**src/rtl/mem_access_unit_if.sv**
```systemverilog
// ============================================================================
//  Module      : mem_access_unit_if
//  Description : Command, status and RAM-port bundle for mem_access_unit.
//                The slave modport is the unit itself. The master modport is
//                the control unit and RAM side that surrounds it.
//  Revision    : 1.0 - initial release
// ============================================================================
`default_nettype none

interface mem_access_unit_if #(
  parameter int ADDR_W = 8,
  parameter int DATA_W = 16
);
  // command channel
  logic              cmd_valid;
  logic              cmd_ready;
  logic [1:0]        cmd_op;
  logic [ADDR_W-1:0] cmd_addr;
  logic [ADDR_W-1:0] cmd_src;
  logic [7:0]        cmd_len;
  logic [DATA_W-1:0] cmd_wdata;

  // completion status
  logic              done;
  logic [DATA_W-1:0] rd_data;
  logic              wrap_err;

  // RAM port (combinational read data)
  logic              ram_we;
  logic              ram_re;
  logic [ADDR_W-1:0] ram_addr;
  logic [DATA_W-1:0] ram_wdata;
  logic [DATA_W-1:0] ram_rdata;

  modport slave (
    input  cmd_valid, cmd_op, cmd_addr, cmd_src, cmd_len, cmd_wdata, ram_rdata,
    output cmd_ready, done, rd_data, wrap_err, ram_we, ram_re, ram_addr, ram_wdata
  );

  modport master (
    output cmd_valid, cmd_op, cmd_addr, cmd_src, cmd_len, cmd_wdata, ram_rdata,
    input  cmd_ready, done, rd_data, wrap_err, ram_we, ram_re, ram_addr, ram_wdata
  );
endinterface

`default_nettype wire

```
**src/rtl/mem_access_unit.sv**
```systemverilog
// ============================================================================
//  Module      : mem_access_unit
//  Description : Executes LOAD / STORE / FILL / COPY commands against a
//                single-port RAM with combinational read data. Every output
//                is a register loaded from the next-state logic. RAM strobes
//                therefore appear in the cycle after the decision is made.
//  Revision    : 1.0 - initial release
// ============================================================================
`default_nettype none

module mem_access_unit #(
  parameter int ADDR_W = 8,
  parameter int DATA_W = 16
) (
  input  logic               clk,
  input  logic               reset,
  mem_access_unit_if.slave   bus
);

  localparam logic [1:0] OP_LOAD  = 2'b00;
  localparam logic [1:0] OP_STORE = 2'b01;
  localparam logic [1:0] OP_FILL  = 2'b10;

  // Wide enough to hold start + len - 1 without losing the carry.
  localparam int EXT_W = ADDR_W + 9;
  localparam logic [ADDR_W-1:0] ADDR_MAX = '1;
  localparam logic [ADDR_W-1:0] ADDR_ONE = ADDR_W'(1);

  typedef enum logic [2:0] {
    IDLE    = 3'd0,
    LD_RD   = 3'd1,
    ST_WR   = 3'd2,
    FILL_WR = 3'd3,
    CP_RD   = 3'd4,
    CP_WR   = 3'd5,
    DONE    = 3'd6
  } state_t;

  // True when a burst of len words from start runs past the top address.
  // This is decided once at acceptance, so the walk itself needs no
  // carry tracking. Only called with len > 0.
  function automatic logic span_wraps(input logic [ADDR_W-1:0] start,
                                      input logic [7:0]        len);
    logic [EXT_W-1:0] last;
    last = EXT_W'(start) + EXT_W'(len) - EXT_W'(1);
    return last > EXT_W'(ADDR_MAX);
  endfunction

  state_t            state, state_nx;

  // working copies of the accepted command
  logic [ADDR_W-1:0] dst, dst_nx;
  logic [ADDR_W-1:0] src, src_nx;
  logic [7:0]        remain, remain_nx;
  logic [DATA_W-1:0] fill, fill_nx;
  logic              wrap, wrap_nx;

  // registered outputs and their next values
  logic              cmd_ready_reg, cmd_ready_nx;
  logic              done_reg, done_nx;
  logic              wrap_err_reg, wrap_err_nx;
  logic [DATA_W-1:0] rd_data_reg, rd_data_nx;
  logic              ram_we_reg, ram_we_nx;
  logic              ram_re_reg, ram_re_nx;
  logic [ADDR_W-1:0] ram_addr_reg, ram_addr_nx;
  logic [DATA_W-1:0] ram_wdata_reg, ram_wdata_nx;

  // Next-state decode and next values of every registered output.
  // remain counts the RAM words still to be written after the one being
  // issued now. A FILL writes in every cycle. A COPY spends a read cycle
  // and then a write cycle on each word.
  always_comb begin
    state_nx     = state;
    dst_nx       = dst;
    src_nx       = src;
    remain_nx    = remain;
    fill_nx      = fill;
    wrap_nx      = wrap;
    cmd_ready_nx = 1'b0;
    done_nx      = 1'b0;
    wrap_err_nx  = 1'b0;
    rd_data_nx   = rd_data_reg;
    ram_we_nx    = 1'b0;
    ram_re_nx    = 1'b0;
    ram_addr_nx  = '0;
    ram_wdata_nx = '0;

    case (state)
      IDLE: begin
        cmd_ready_nx = 1'b1;
        if (bus.cmd_valid) begin
          cmd_ready_nx = 1'b0;
          dst_nx       = bus.cmd_addr;
          src_nx       = bus.cmd_src;
          remain_nx    = bus.cmd_len;
          fill_nx      = bus.cmd_wdata;
          wrap_nx      = 1'b0;
          case (bus.cmd_op)
            OP_LOAD: begin
              state_nx    = LD_RD;
              ram_re_nx   = 1'b1;
              ram_addr_nx = bus.cmd_addr;
            end
            OP_STORE: begin
              state_nx     = ST_WR;
              ram_we_nx    = 1'b1;
              ram_addr_nx  = bus.cmd_addr;
              ram_wdata_nx = bus.cmd_wdata;
            end
            OP_FILL: begin
              if (bus.cmd_len == 8'd0) begin
                state_nx = DONE;
                done_nx  = 1'b1;
              end else begin
                state_nx     = FILL_WR;
                ram_we_nx    = 1'b1;
                ram_addr_nx  = bus.cmd_addr;
                ram_wdata_nx = bus.cmd_wdata;
                dst_nx       = bus.cmd_addr + ADDR_ONE;
                remain_nx    = bus.cmd_len - 8'd1;
                wrap_nx      = span_wraps(bus.cmd_addr, bus.cmd_len);
              end
            end
            default: begin  // COPY
              if (bus.cmd_len == 8'd0) begin
                state_nx = DONE;
                done_nx  = 1'b1;
              end else begin
                state_nx    = CP_RD;
                ram_re_nx   = 1'b1;
                ram_addr_nx = bus.cmd_src;
                src_nx      = bus.cmd_src + ADDR_ONE;
                wrap_nx     = span_wraps(bus.cmd_addr, bus.cmd_len) |
                              span_wraps(bus.cmd_src, bus.cmd_len);
              end
            end
          endcase
        end
      end

      LD_RD: begin
        rd_data_nx = bus.ram_rdata;
        state_nx   = DONE;
        done_nx    = 1'b1;
      end

      ST_WR: begin
        state_nx = DONE;
        done_nx  = 1'b1;
      end

      FILL_WR: begin
        if (remain == 8'd0) begin
          state_nx    = DONE;
          done_nx     = 1'b1;
          wrap_err_nx = wrap;
        end else begin
          ram_we_nx    = 1'b1;
          ram_addr_nx  = dst;
          ram_wdata_nx = fill;
          dst_nx       = dst + ADDR_ONE;
          remain_nx    = remain - 8'd1;
        end
      end

      // Read data is live this cycle, so it becomes the next write data.
      CP_RD: begin
        state_nx     = CP_WR;
        ram_we_nx    = 1'b1;
        ram_addr_nx  = dst;
        ram_wdata_nx = bus.ram_rdata;
        dst_nx       = dst + ADDR_ONE;
        remain_nx    = remain - 8'd1;
      end

      CP_WR: begin
        if (remain == 8'd0) begin
          state_nx    = DONE;
          done_nx     = 1'b1;
          wrap_err_nx = wrap;
        end else begin
          state_nx    = CP_RD;
          ram_re_nx   = 1'b1;
          ram_addr_nx = src;
          src_nx      = src + ADDR_ONE;
        end
      end

      DONE: begin
        state_nx     = IDLE;
        cmd_ready_nx = 1'b1;
      end

      default: begin
        state_nx     = IDLE;
        cmd_ready_nx = 1'b1;
      end
    endcase
  end

  // State and working registers. Reset abandons any command in flight.
  always_ff @(posedge clk or posedge reset) begin
    if (reset) begin
      state  <= IDLE;
      dst    <= '0;
      src    <= '0;
      remain <= '0;
      fill   <= '0;
      wrap   <= 1'b0;
    end else begin
      state  <= state_nx;
      dst    <= dst_nx;
      src    <= src_nx;
      remain <= remain_nx;
      fill   <= fill_nx;
      wrap   <= wrap_nx;
    end
  end

  // Output registers. Reset clears RAM strobes immediately, so a write
  // pending in the current cycle is never committed.
  always_ff @(posedge clk or posedge reset) begin
    if (reset) begin
      cmd_ready_reg <= 1'b1;
      done_reg      <= 1'b0;
      wrap_err_reg  <= 1'b0;
      rd_data_reg   <= '0;
      ram_we_reg    <= 1'b0;
      ram_re_reg    <= 1'b0;
      ram_addr_reg  <= '0;
      ram_wdata_reg <= '0;
    end else begin
      cmd_ready_reg <= cmd_ready_nx;
      done_reg      <= done_nx;
      wrap_err_reg  <= wrap_err_nx;
      rd_data_reg   <= rd_data_nx;
      ram_we_reg    <= ram_we_nx;
      ram_re_reg    <= ram_re_nx;
      ram_addr_reg  <= ram_addr_nx;
      ram_wdata_reg <= ram_wdata_nx;
    end
  end

  assign bus.cmd_ready = cmd_ready_reg;
  assign bus.done      = done_reg;
  assign bus.wrap_err  = wrap_err_reg;
  assign bus.rd_data   = rd_data_reg;
  assign bus.ram_we    = ram_we_reg;
  assign bus.ram_re    = ram_re_reg;
  assign bus.ram_addr  = ram_addr_reg;
  assign bus.ram_wdata = ram_wdata_reg;

endmodule

`default_nettype wire

```
**src/flat_wrapper.sv**
```systemverilog
// flat-port wrapper written by rule: the top's interface ports become plain ports
module mem_access_unit_flat 
#(
  parameter int ADDR_W = 8,
  parameter int DATA_W = 16
)
  (clk, reset, bus_cmd_valid, bus_cmd_op, bus_cmd_addr, bus_cmd_src, bus_cmd_len, bus_cmd_wdata, bus_ram_rdata, bus_cmd_ready, bus_done, bus_rd_data, bus_wrap_err, bus_ram_we, bus_ram_re, bus_ram_addr, bus_ram_wdata);
  mem_access_unit_if #(.ADDR_W(ADDR_W), .DATA_W(DATA_W)) bus_i ();
  input  logic clk;
  input  logic reset;
  input wire logic [$bits(bus_i.cmd_valid)-1:0] bus_cmd_valid;
  input wire logic [$bits(bus_i.cmd_op)-1:0] bus_cmd_op;
  input wire logic [$bits(bus_i.cmd_addr)-1:0] bus_cmd_addr;
  input wire logic [$bits(bus_i.cmd_src)-1:0] bus_cmd_src;
  input wire logic [$bits(bus_i.cmd_len)-1:0] bus_cmd_len;
  input wire logic [$bits(bus_i.cmd_wdata)-1:0] bus_cmd_wdata;
  input wire logic [$bits(bus_i.ram_rdata)-1:0] bus_ram_rdata;
  output wire logic [$bits(bus_i.cmd_ready)-1:0] bus_cmd_ready;
  output wire logic [$bits(bus_i.done)-1:0] bus_done;
  output wire logic [$bits(bus_i.rd_data)-1:0] bus_rd_data;
  output wire logic [$bits(bus_i.wrap_err)-1:0] bus_wrap_err;
  output wire logic [$bits(bus_i.ram_we)-1:0] bus_ram_we;
  output wire logic [$bits(bus_i.ram_re)-1:0] bus_ram_re;
  output wire logic [$bits(bus_i.ram_addr)-1:0] bus_ram_addr;
  output wire logic [$bits(bus_i.ram_wdata)-1:0] bus_ram_wdata;
  assign bus_i.cmd_valid = bus_cmd_valid;
  assign bus_i.cmd_op = bus_cmd_op;
  assign bus_i.cmd_addr = bus_cmd_addr;
  assign bus_i.cmd_src = bus_cmd_src;
  assign bus_i.cmd_len = bus_cmd_len;
  assign bus_i.cmd_wdata = bus_cmd_wdata;
  assign bus_i.ram_rdata = bus_ram_rdata;
  assign bus_cmd_ready = bus_i.cmd_ready;
  assign bus_done = bus_i.done;
  assign bus_rd_data = bus_i.rd_data;
  assign bus_wrap_err = bus_i.wrap_err;
  assign bus_ram_we = bus_i.ram_we;
  assign bus_ram_re = bus_i.ram_re;
  assign bus_ram_addr = bus_i.ram_addr;
  assign bus_ram_wdata = bus_i.ram_wdata;
  mem_access_unit #(.ADDR_W(ADDR_W), .DATA_W(DATA_W)) u_core (.clk(clk), .reset(reset), .bus(bus_i));
endmodule
```
**config.mk**
```make
export PLATFORM = sky130hd
export DESIGN_NAME = mem_access_unit_flat
export DESIGN_NICKNAME = d
export VERILOG_FILES = /design/src/rtl/mem_access_unit_if.sv /design/src/rtl/mem_access_unit.sv /design/src/flat_wrapper.sv
export SDC_FILE = /design/constraint.sdc
export NUM_CORES = 1
export LEC_CHECK = 0
export ABC_AREA = 0
export CAP_MARGIN = 0
export CORE_MARGIN = 2
export CORE_UTILIZATION = 35
export CTS_CLUSTER_DIAMETER = 150
export DETAILED_ROUTE_END_ITERATION = 10
export PLACE_DENSITY = 0.59
export SYNTH_ARGS = -nofsm -noshare
export SYNTH_HDL_FRONTEND = slang
export SYNTH_SLANG_ARGS = --single-unit
```
**constraint.sdc**
```tcl
create_clock -name clk -period 3.6 [get_ports clk]
set_input_delay 0.54 -clock clk [delete_from_list [all_inputs] [get_ports clk]]
set_output_delay 0.54 -clock clk [all_outputs]
set_load 0.02 [all_outputs]
```
; Yosys cells after proc, flatten, opt, wreduce, memory -nomap -nowiden
; Index checks and enable logic that the tools add are counted.
; W data, S select, Z words.
[word_totals]
register_bits = 89
in_bits = 61
out_inout_bits = 45
[op_classes]
addsub = 10
magnitude_cmp = 2
n_eq_ne = 11
mux = 54
bitwise_logic = 1
reduce_logical = 16
[ops]
columns = op, count
row1 = $mux W8, 17
row2 = $mux W16, 3
row3 = $pmux W16 S3, 1
row4 = $pmux W8 S3, 2
row5 = $gt A17 B8 Y1 const B, 2
row6 = $sub A17 B1 Y17 const B, 2
row7 = $add A8 B1 Y8 const B, 4
row8 = $pmux W16 S2, 1
row9 = $pmux W8 S2, 2
row10 = $pmux W8 S4, 1
row11 = $add A8 B8 Y9, 2
row12 = $logic_not A8 Y1, 2
row13 = $sub A8 B1 Y8 const B, 2
row14 = $pmux W3 S5, 1
row15 = $mux W1, 13
row16 = $pmux W1 S2, 5
row17 = $mux W3, 3
row18 = $pmux W3 S3, 1
row19 = $reduce_or A2 Y1, 4
row20 = $eq A3 B2 Y1 const B, 2
row21 = $eq A3 B3 Y1 const B, 2
row22 = $ne A2 B2 Y1 const B, 3
row23 = $pmux W1 S3, 2
row24 = $reduce_and A3 Y1, 2
row25 = 13 further kinds, 15

; Logic depth before layout (Yosys ltp)
[depth]
depth_word = 6
depth_mapped = 13
depth_no_buf = 13

; Least setup slack after synthesis
; OpenSTA, ideal clock, no wires.
[synth_timing]
kind = input to register
from = in bus_cmd_len[0]
to = reg u_core.wrap
arrival_time_ps = 3136
required_ps = 3461
setup_slack_ps = 325
path_stages = 12
n_path_buf = 0
cell_sequence = ha_1 fa_1 a211oi_2 o21ai_0 a21o_1 a2111oi_0 nor4b_1 ha_1 nand2b_1 a41o_1 o211ai_1 a32oi_1
[synth_between]
elab_chain_cells = 6
[synth_lines]
columns = item, line
row1 = from (decl), flat_wrapper.sv:15  ; input wire logic [$bits(bus_i.cmd_len)-1:0] bus_cmd_len;
row2 = $add A8 B8 Y9, mem_access_unit.sv:45  ; last = EXT_W'(start) + EXT_W'(len) - EXT_W'(1);
row3 = $sub A17 B1 Y17, mem_access_unit.sv:45
row4 = $gt A17 B8 Y1, mem_access_unit.sv:46  ; return last > EXT_W'(ADDR_MAX);
row5 = $or A1 B1 Y1, mem_access_unit.sv:133  ; wrap_nx = span_wraps(bus.cmd_addr, bus.cmd_len) |
row6 = $mux W1, mem_access_unit.sv:125  ; if (bus.cmd_len == 8'd0) begin
row7 = $pmux W1 S2 (*), mem_access_unit.sv:98  ; case (bus.cmd_op)
row8 = to (signal assigned), mem_access_unit.sv:216  ; wrap <= wrap_nx;
row9 = to (decl), mem_access_unit.sv:56  ; logic wrap, wrap_nx;
; Mark *: on every way between the ends. The rest lies on a longest branch, timed or not.
; A chain may end at the register's enable or synchronous reset.

; Worst setup path in the final report
; Ends and elaborated chain as after synthesis.

==> metrics.yaml <==
floorplanning:
  dieArea_um2: 17500
  num_rows: 46
  die_height_um: 132
  boundaryPins: 106
  start_util_pct: 36.0
  die_w_um: 132
  coreArea_um2: 16000
min_path:
  min_path_type: "reg2reg"
  min_from: "u_core.fill[5]$_DFFE_PP0P_"
  whs_path_depth: 2
  hold_end: "u_core.fill[5]$_DFFE_PP0P_"
routing:
  ant_nets: 0
  wl_um: 16700
  dr_total_vias: 5455
  firstDrtPassIters: 5
  first_iter_violations: 405
  drcViolationCount: 0
  vias_per_cell: 5.42
  wire_per_inst_um: 16.6
cells_and_area:
  multi_input_area_um2: 3370
  antenna_cells: 0
  fillCellCount: 1565
  final_cell_mix: "clkdlybuf4s50_1, nand2_1, dfrtp_1, o21ai_0, buf_4"
  register_area_um2: 2230
  drive_gt1_share_pct: 13.2
  syn2layout_area_growth_pct: 33.6
  fin_nets: 883
  final_common_cell: "clkdlybuf4s50_1"
  utilization_pct: 48.1
critical_path:
  crit_type: "in2reg"
  crit_arrival_ns: 3.66
  ff2ff_setup_slack_ns: 0.91
  reg2regPathDepth: 6
  timing.rr.start: "u_core.remain[3]$_DFFE_PP0P_"
  end_kind: "flip-flop"
  r2r-end: "u_core.bus.ram_addr[3]$_DFF_PP0_"
  cp-start-kind: "input port"
  critPathRequiredTime_ns: 3.81
  cp_max_fo: 4
global_routing:
  grt_pass1_wl_um: 27000
  antenna_found_initial: 0
  grt_usage_pct: 19.0
  gr-total-overflow: 0
  grt_max_degree: 52
  grt_pass1_vias: 5246
power_and_ir_drop:
  power.share.sequential_pct: 32.8
  max-vdd-ir-drop_mv: 0.323
  p_comb_share_pct: 49.5
  power_switching_mw: 2.23
  cell_internal_pwr_mw: 3.24
  powerDensity_nw_per_um2: 711
  power_switching_share_pct: 40.8
  power.leakage_nw: 3.26
  p_clk_share_pct: 17.7
clock_network:
  holdBufCountCts: 0
  clock_latency_ns: 0.34
  cts_tree: "done"
  clkSinkCount: 89
  clk_pin_slew_ns: 0.07
  cts-root-buf: "clkbuf_16"
  clockBufferDepth: 2
  numCtsBuffers: 9
  htree_levels: 3
yosys:
  synth.yosys.warnings: 0
  async_reset_ff_share_pct: 100
  synth_edf_count: 0
  syn_area_um2: 5760
  synth.distinct_cells: 66
  synthFlopType: "dfrtp_1"
  synth_cells: 648
  yosysSeqAreaShare_pct: 38.7
  syn_area_per_cell_um2: 8.89
  syn_nets: 746
  ys_ff_latch: 89
timing:
  timing_worst_slew_pin_value_ns: 0.796
  post-route-min-period_ns: 3.45
  max_freq_mhz: 290
  post-route-period-util_pct: 95.9
  finalSetupViolations: 0
  slew_headroom_pct: 46.9
  fin_ws_ns: 0.146
  skew_ns: 0.00644
  hold_slack_ns: 0.479
  slew_violations: 0
  finalHoldViolCount: 0
placed_design:
  place_congestion: 0.849
  hpwlAfterDp_um: 12900
  portBuffers: 105
  pre_cts_ws_ns: -0.393
flow_run:
  cap_viol_max_count: 0
outcome:
  outcome: "finished clean"
==> per-layer routing <==
| metal | track usage [%] | wire, um | up-vias |
|---|---|---|---|
| li1 | - | - | 2653 |
| met1 | 25.6 | 7690 | 2612 |
| met2 | 31.8 | 7890 | 171 |
| met3 | 2.88 | 873 | 19 |
| met4 | 5.38 | 206 | 0 |
| met5 | 0 | 0 | - |
==> per-stage QoR <==
step | cells | setup TNS [ns] | power (mW) | cell area [um2]
3_5_place_dp | 989 | -0.393 | 4.51 | 7350
4_1_cts | 1005 | 0 | 5.48 | 7670
2_1_floorplan | 648 | 0 | 3.47 | 5760
5_1_grt | 1006 | -0.0173 | 5.85 | 7690
3_3_place_gp | 989 | -0.358 | 4.44 | 7350
6_report | 1006 | 0 | 5.47 | 7690
==> what timing repair did <==
action | CTS | global route
pin swaps | 0 | 3
buffers inserted | 0 | 1
setup endpoints to repair | 1 | 1
gates resized for setup | 2 | 5
==> logic make-up after synthesis <==
| kind of cell | Yosys count | share of synthesized area (%) |
|---|---|---|
| simple gates | 233 | 19.8 |
| compound gates | 195 | 22.0 |
| flops | 89 | 38.7 |
| buf+inv | 48 | 3.34 |
| fa+ha+maj | 37 | 8.30 |
| xor+xnor | 25 | 3.80 |
| mux | 21 | 4.04 |
==> synth_stat cells, types with 4 or more instances <==
cell,count,area share (%)
xor2_1,14,2.1
and3_1,10,1.1
nor3b_1,5,0.65
a21oi_1,36,3.1
dfrtp_1,88,38
a211oi_1,6,0.78
o22ai_1,5,0.54
nor3_1,15,1.3
a22oi_1,31,4.0
a22o_1,4,0.61
a32oi_1,4,0.61
nor4b_1,4,0.61
ha_1,35,7.6
o22a_1,5,0.76
a21o_1,5,0.65
buf_2,9,0.78
inv_1,16,1.0
nand4_1,10,1.1
mux2_2,18,3.5
clkbuf_1,21,1.4
o211ai_1,9,1.2
a31oi_1,8,0.87
and2_1,6,0.65
nor2_1,42,2.7
nor2b_1,7,0.76
nand2_1,91,5.9
nand3_1,19,1.7
or3_1,4,0.43
xnor2_1,11,1.7
o21ai_0,58,5.0
==> layout make-up <==
type                       instances  area share, %
inverter                          16          0.797
tap                              216           3.51
timing repair buffer             158           19.0
sequential                        89           29.0
multi-input combinational        511           43.8
clock buffer                      11           3.15
clock inverter                     5          0.813
==> critical path, cell delays in order <==
cell,delay [ns]
clkdlybuf4s50_1,0.44
ha_1,0.24
fa_2,0.37
a211oi_2,0.28
o21ai_1,0.13
a21o_1,0.22
nor3_2,0.19
a2111oi_2,0.07
buf_4,0.15
nor4b_4,0.26
ha_1,0.15
nand2b_1,0.05
a41o_1,0.20
o211ai_1,0.21
a32oi_1,0.13
==> power groups by stage <==
stage	Clock (mW)	Combinational [mW]	Sequential (mW)
floorplan	0	1.46	2.00
global placement	0	2.65	1.79
detailed placement	0	2.70	1.81
CTS	0.987	2.71	1.79
global route	1.02	2.98	1.85
finish	0.967	2.71	1.80
==> worst max path at each step <==
stage | startpoint | to | slack (ns)
2_1_floorplan | bus_cmd_len[0] | u_core.wrap$_DFFE_PP0P_ | 0.33
3_3_place_gp | bus_cmd_len[0] | u_core.wrap$_DFFE_PP0P_ | -0.36
3_5_place_dp | bus_cmd_len[0] | u_core.wrap$_DFFE_PP0P_ | -0.39
4_1_cts | bus_cmd_len[0] | u_core.wrap$_DFFE_PP0P_ | 0.003
5_1_grt | bus_cmd_len[0] | u_core.wrap$_DFFE_PP0P_ | -0.02
6_report | bus_cmd_len[0] | u_core.wrap$_DFFE_PP0P_ | 0.15
Note: power is estimated with default switching activity, not from simulation.
